`src/rtl/mcp_pkg.sv`:
```
// -----------------------------------------------------------------------------
// mcp_pkg
//   Shared definitions for the MCP neuron self-training controller.
//   Contents:
//     state_t            trainer FSM state encoding
//     THRESH_W_DEFAULT   default Threshold width
//     TT_*               common 2-input truth tables (bit i <-> x=i[1], y=i[0])
// -----------------------------------------------------------------------------
package mcp_pkg;

  localparam int THRESH_W_DEFAULT = 2;

  typedef enum logic [2:0] {
    ST_IDLE  = 3'd0,
    ST_DRIVE = 3'd1,
    ST_WAIT  = 3'd2,
    ST_CHECK = 3'd3,
    ST_DONE  = 3'd4
  } state_t;

  localparam logic [3:0] TT_AND  = 4'b1000;
  localparam logic [3:0] TT_OR   = 4'b1110;
  localparam logic [3:0] TT_XOR  = 4'b0110;
  localparam logic [3:0] TT_ONE  = 4'b1111;
  localparam logic [3:0] TT_ZERO = 4'b0000;

endpackage

```
`src/rtl/mcp_threshold_trainer.sv`:
```
// -----------------------------------------------------------------------------
// mcp_threshold_trainer
//   Self-training controller for an MCP neuron. Sweeps Threshold upward from
//   0; for each value it applies all four (x,y) patterns and compares fire
//   with the latched target truth table. Reports the first threshold that
//   reproduces the table, or not-found after the maximum threshold fails.
//   Ports:
//     clk, rst_n      clock (rising edge), asynchronous active-low reset
//     start           begin training (only honoured in IDLE)
//     target[3:0]     expected fire, bit i for x=i[1], y=i[0]
//     x_out, y_out    neuron inputs
//     thresh_out      neuron Threshold
//     fire_in         neuron fire output (combinational neuron)
//     busy            high from start acceptance until DONE exits
//     done            one-cycle pulse at end of training
//     found           a matching threshold exists (held until next start)
//     learned_thresh  matching threshold (held)
//     attempts        thresholds tried in the last run (held)
// -----------------------------------------------------------------------------
module mcp_threshold_trainer
  import mcp_pkg::*;
#(
  parameter int THRESH_W      = THRESH_W_DEFAULT,
  parameter int SETTLE_CYCLES = 2
) (
  input  logic                clk,
  input  logic                rst_n,
  input  logic                start,
  input  logic [3:0]          target,
  output logic                x_out,
  output logic                y_out,
  output logic [THRESH_W-1:0] thresh_out,
  input  logic                fire_in,
  output logic                busy,
  output logic                done,
  output logic                found,
  output logic [THRESH_W-1:0] learned_thresh,
  output logic [THRESH_W:0]   attempts
);

  // Settle counter is sized for at least one bit so SETTLE_CYCLES=0 still
  // elaborates; WAIT is simply never entered in that case.
  localparam int                CNT_W      = (SETTLE_CYCLES > 1) ? $clog2(SETTLE_CYCLES) : 1;
  localparam logic [CNT_W-1:0]  SETTLE_LAST = CNT_W'((SETTLE_CYCLES == 0) ? 0 : SETTLE_CYCLES - 1);
  localparam logic [THRESH_W-1:0] THRESH_MAX = '1;

  state_t              r_state;
  logic [3:0]          r_target;
  logic [1:0]          r_idx;
  logic [THRESH_W-1:0] r_thresh;
  logic [CNT_W-1:0]    r_settle;
  logic                r_x;
  logic                r_y;
  logic [THRESH_W-1:0] r_thresh_out;
  logic                r_busy;
  logic                r_done;
  logic                r_found;
  logic [THRESH_W-1:0] r_learned;
  logic [THRESH_W:0]   r_attempts;
  logic                w_match;

  assign w_match = (fire_in == r_target[r_idx]);

  // Whole controller in one sequential block: every output is registered,
  // so the neuron inputs never glitch and hold their last value in IDLE.
  // done is raised while leaving DONE, so it appears one cycle after the
  // last CHECK and lasts exactly one cycle.
  always_ff @(posedge clk or negedge rst_n) begin
    if (!rst_n) begin
      r_state      <= ST_IDLE;
      r_target     <= '0;
      r_idx        <= '0;
      r_thresh     <= '0;
      r_settle     <= '0;
      r_x          <= 1'b0;
      r_y          <= 1'b0;
      r_thresh_out <= '0;
      r_busy       <= 1'b0;
      r_done       <= 1'b0;
      r_found      <= 1'b0;
      r_learned    <= '0;
      r_attempts   <= '0;
    end else begin
      case (r_state)
        ST_IDLE: begin
          r_done <= 1'b0;
          if (start) begin
            r_target   <= target;
            r_thresh   <= '0;
            r_idx      <= '0;
            r_attempts <= '0;
            r_found    <= 1'b0;
            r_learned  <= '0;
            r_busy     <= 1'b1;
            r_state    <= ST_DRIVE;
          end
        end
        ST_DRIVE: begin
          r_x          <= r_idx[1];
          r_y          <= r_idx[0];
          r_thresh_out <= r_thresh;
          r_settle     <= '0;
          r_state      <= (SETTLE_CYCLES == 0) ? ST_CHECK : ST_WAIT;
        end
        ST_WAIT: begin
          if (r_settle == SETTLE_LAST) begin
            r_state <= ST_CHECK;
          end else begin
            r_settle <= r_settle + 1'b1;
          end
        end
        ST_CHECK: begin
          if (w_match) begin
            if (r_idx == 2'd3) begin
              r_found    <= 1'b1;
              r_learned  <= r_thresh;
              r_attempts <= r_attempts + 1'b1;
              r_state    <= ST_DONE;
            end else begin
              r_idx   <= r_idx + 2'd1;
              r_state <= ST_DRIVE;
            end
          end else begin
            // A single mismatch rules out this threshold; the maximum
            // threshold is the last one tried, never wrapping to 0.
            r_attempts <= r_attempts + 1'b1;
            if (r_thresh == THRESH_MAX) begin
              r_found <= 1'b0;
              r_state <= ST_DONE;
            end else begin
              r_thresh <= r_thresh + 1'b1;
              r_idx    <= '0;
              r_state  <= ST_DRIVE;
            end
          end
        end
        ST_DONE: begin
          r_done  <= 1'b1;
          r_busy  <= 1'b0;
          r_state <= ST_IDLE;
        end
        default: begin
          r_state <= ST_IDLE;
        end
      endcase
    end
  end

  assign x_out          = r_x;
  assign y_out          = r_y;
  assign thresh_out     = r_thresh_out;
  assign busy           = r_busy;
  assign done           = r_done;
  assign found          = r_found;
  assign learned_thresh = r_learned;
  assign attempts       = r_attempts;

endmodule

```
`config.mk`:
```
export PLATFORM = sky130hd
export DESIGN_NAME = mcp_threshold_trainer
export DESIGN_NICKNAME = d
export VERILOG_FILES = /design/src/rtl/mcp_pkg.sv /design/src/rtl/mcp_threshold_trainer.sv
export SDC_FILE = /design/constraint.sdc
export NUM_CORES = 1
export LEC_CHECK = 0
export ABC_AREA = 1
export BUFFER_PORTS_ARGS = -buffer_cell sky130_fd_sc_hd__buf_2
export CELL_PAD_IN_SITES_DETAIL_PLACEMENT = 1
export CELL_PAD_IN_SITES_GLOBAL_PLACEMENT = 1
export CORE_ASPECT_RATIO = 0.6
export CORE_MARGIN = 4
export CORE_UTILIZATION = 41
export CTS_CLUSTER_DIAMETER = 30
export CTS_CLUSTER_SIZE = 25
export DETAILED_ROUTE_END_ITERATION = 7
export PLACE_DENSITY_LB_ADDON = 0.3
export RECOVER_POWER = 25
export SYNTH_ARGS = -nofsm -noshare
export SYNTH_HDL_FRONTEND = slang
export SYNTH_SLANG_ARGS = --single-unit
```
`constraint.sdc`:
```
create_clock -name clk -period 1.6 [get_ports clk]
set_clock_uncertainty 0.15 [all_clocks]
set_input_delay 0 -clock clk [delete_from_list [all_inputs] [get_ports clk]]
set_output_delay 0 -clock clk [all_outputs]
set_load 0.01 [all_outputs]
```
==> impl_metrics.py <==
metrics = {
    "outcome": {
        "status": "complete, but fails checks",
        "violations": "setup timing",
    },
    "synthesis": {
        "yosysWarningCount": 0,
        "syn_nets": 143,
        "ys.flop_type": "dfrtp_1",
        "netlist_area_um2": 1205,
        "ys_types": 21,
        "seq_area_frac_synth_pct": 49.84,
        "synth_edf_count": 0,
        "synthArstFlopShare_pct": 100.0,
        "syn_avg_cell_area_um2": 9.128,
        "synth_seq_cells": 24,
        "syn_inst": 132,
    },
    "power_and_ir_drop": {
        "irDropWorstVdd_v": 0.001219,
        "p_leak_nw": 0.8263,
        "p_sw_mw": 1.552,
        "power.density_nw_per_um2": 2036,
        "p_clk_share_pct": 15.7,
        "seq_power_share_pct": 29.5,
        "internal_power_mw": 1.891,
        "swShare_pct": 45.07,
        "pwr-share-comb_pct": 54.7,
    },
    "sta": {
        "drv_slew": 0,
        "period_share_pct": 102.5,
        "totalNegativeSetupSlack_ns": -0.04456,
        "finalHoldViolations": 0,
        "max_slew_margin_pct": 59.94,
        "timing.hold.ws_ns": 0.1103,
        "fmax_mhz": 610.0,
        "grt_setup_unrepaired": "yes",
        "worst_pin_slew_ns": 0.6009,
        "fin_crit_ns": 1.639,
        "worst_slack_ns": -0.03945,
        "finalSetupViolations": 3,
    },
    "routing": {
        "drtAntennaViolNets": 0,
        "drt_iter0_drc": 27,
        "drc": 0,
        "vias_per_cell": 5.075,
        "first_pass_iters": 4,
        "routed_wl_mm": 3.811,
        "wl_per_cell_um": 17.98,
        "num_vias": 1076,
    },
    "critical_path": {
        "critPathArrivalTime_ns": 1.65,
        "critPathKind": "reg2reg",
        "crit_fanout": 4,
        "cp.required_ns": 1.61,
        "cp-end-kind": "flip-flop",
        "worst_setup_path_start_kind": "flip-flop",
        "r2r_setup_slack_ns": -0.04,
    },
    "clock_tree": {
        "cts_buffers": 3,
        "ctsHtreeMaxLevel": 1,
        "clk_latency_ns": 0.28,
        "cts_tree": "built",
        "clkTransAtPathRegs_ns": 0.09,
        "cts_buffer_depth": 2,
        "clock_sinks": 24,
        "cts-root-buf": "clkbuf_8",
    },
    "hold_path": {
        "hp-class": "in2async",
    },
    "die": {
        "coreArea_um2": 2645,
        "dieArea_um2": 3898,
        "row_count": 14,
        "start_util_pct": 45.55,
        "die_h_um": 49.99,
        "ios": 20,
        "die_width_um": 77.99,
    },
    "global_routing": {
        "grt_pass1_vias": 1113,
        "grt.overflow.total": 0,
        "grt_first_pass_wirelength_mm": 5.768,
        "grt_max_degree": 25,
        "grt_antenna_before_repair": 0,
        "grtUsageTotal_pct": 19.73,
    },
    "layout": {
        "layout-drive-gt1-share_pct": 43.60,
        "fillers": 289,
        "postLayoutCellArea_um2": 1692,
        "syn_to_final_growth_pct": 40.39,
        "final_cell_mix": "nand2_1 (25), dfrtp_1 (22), buf_2 (18)",
        "final_core_util_pct": 63.95,
        "mostFrequentLayoutCell": "nand2_1",
        "nets": 184,
        "n_antenna_cell": 0,
    },
    "place": {
        "placed_cell_area_um2": 1373,
        "dp_hpwl_mm": 2.186,
        "place.gp.congestion": 0.7417,
        "io_buffers": 19,
        "post-place-ws_ns": -0.02417,
    },
    "run": {
        "maxCapViolCount": 0,
    },
}
[kinds of logic after synthesis]
logic type      after synthesis  share of synthesized area (%)
simple gates                 70                          31.46
flops                        24                          49.84
buf+inv                      16                          4.984
compound gates               14                          6.127
mux                           4                          3.738
fa+ha+maj                     3                          3.116
xor+xnor                      1                         0.7270
[layout make-up]
cell class,count,area (um2),share of cell area [%]
clock inverter,1,30.03,1.775
clock buffer,3,41.29,2.441
sequential,24,603.1,35.65
inverter,16,65.06,3.846
timing repair buffer,36,252.7,14.94
tap,40,50.05,2.959
multi-input combinational,92,649.4,38.39
[power by group through the flow]
| stage | registers, mW | clock network [mW] | logic [mW] |
|---|---|---|---|
| after global routing | 1.04 | 0.583 | 2.05 |
| after global placement | 0.982 | 0 | 1.28 |
| after floorplan | 1.01 | 0 | 0.924 |
| after CTS | 0.995 | 0.559 | 1.55 |
| final | 1.02 | 0.542 | 1.88 |
| after detailed placement | 0.999 | 0 | 1.35 |
[cells in the mapped netlist (2+ instances only)]
master | instances | area, um2
inv_2 | 4 | 15.01
a21oi_1 | 3 | 15.01
ha_1 | 3 | 37.54
nand4_1 | 2 | 12.51
nand3_2 | 8 | 80.08
inv_1 | 11 | 41.29
nor2_1 | 9 | 33.78
o21ai_0 | 6 | 30.03
mux2_2 | 4 | 45.04
nor2_2 | 2 | 12.51
nand3_1 | 9 | 45.04
nand2_1 | 29 | 108.9
o21ai_1 | 4 | 20.02
nand2_2 | 7 | 43.79
dfrtp_1 | 24 | 600.6
nand2_4 | 2 | 22.52
[timing repair]
item / 4_1_cts / 5_1_grt
gates resized for setup: 13 / 13
pin swaps: 7 / 6
hold buffers: 7 / 0
buffers inserted: 1 / 6
gates cloned: 0 / 0
setup endpoints to repair: 5 / 8
hold endpoints to repair: 32 / 0
[through the flow]
stage	instances	power, mW
2_1_floorplan	132	1.937
3_3_place_gp	194	2.264
3_5_place_dp	194	2.344
4_1_cts	206	3.101
5_1_grt	212	3.676
6_report	212	3.444
[per-layer routing]
layer  wire [um]  track usage, %  share of wire (%)  vias up
li1            -               -                  -      508
met1        1634           24.74                 43      537
met2        1941           32.81                 51       25
met3         189           6.182                5.0        6
met4          46           5.814                1.2        0
met5           0               0                  0        -
[worst max-delay path, cell delays in order (launching register included)]
cell and delay [ns]:
dfrtp_1 0.45, buf_4 0.17, nor2_4 0.17, inv_2 0.09, or2_4 0.27, nand4_1 0.15, nand2_2 0.08
[flip-flops by register name (all words and copies together) (netlist names), 2 cells and up]
register	cells
thresh_out	2
attempts	3
r_target	4
r_thresh	2
learned_thresh	2
r_idx	2
r_state	3
[worst paths after layout]
kind                            start  endpoint  depth (start not counted)
setup / recovery           r_state[2]  r_idx[0]                          6
hold / removal                  rst_n  r_settle                          2
setup reg to reg           r_state[2]  r_idx[0]                          6
hold reg to reg              r_settle  r_settle                          2
max in group asynchronous       rst_n  r_idx[0]                          2
min in group clk             r_settle  r_settle                          2
No activity file was read; power rests on OpenSTA's default activity.
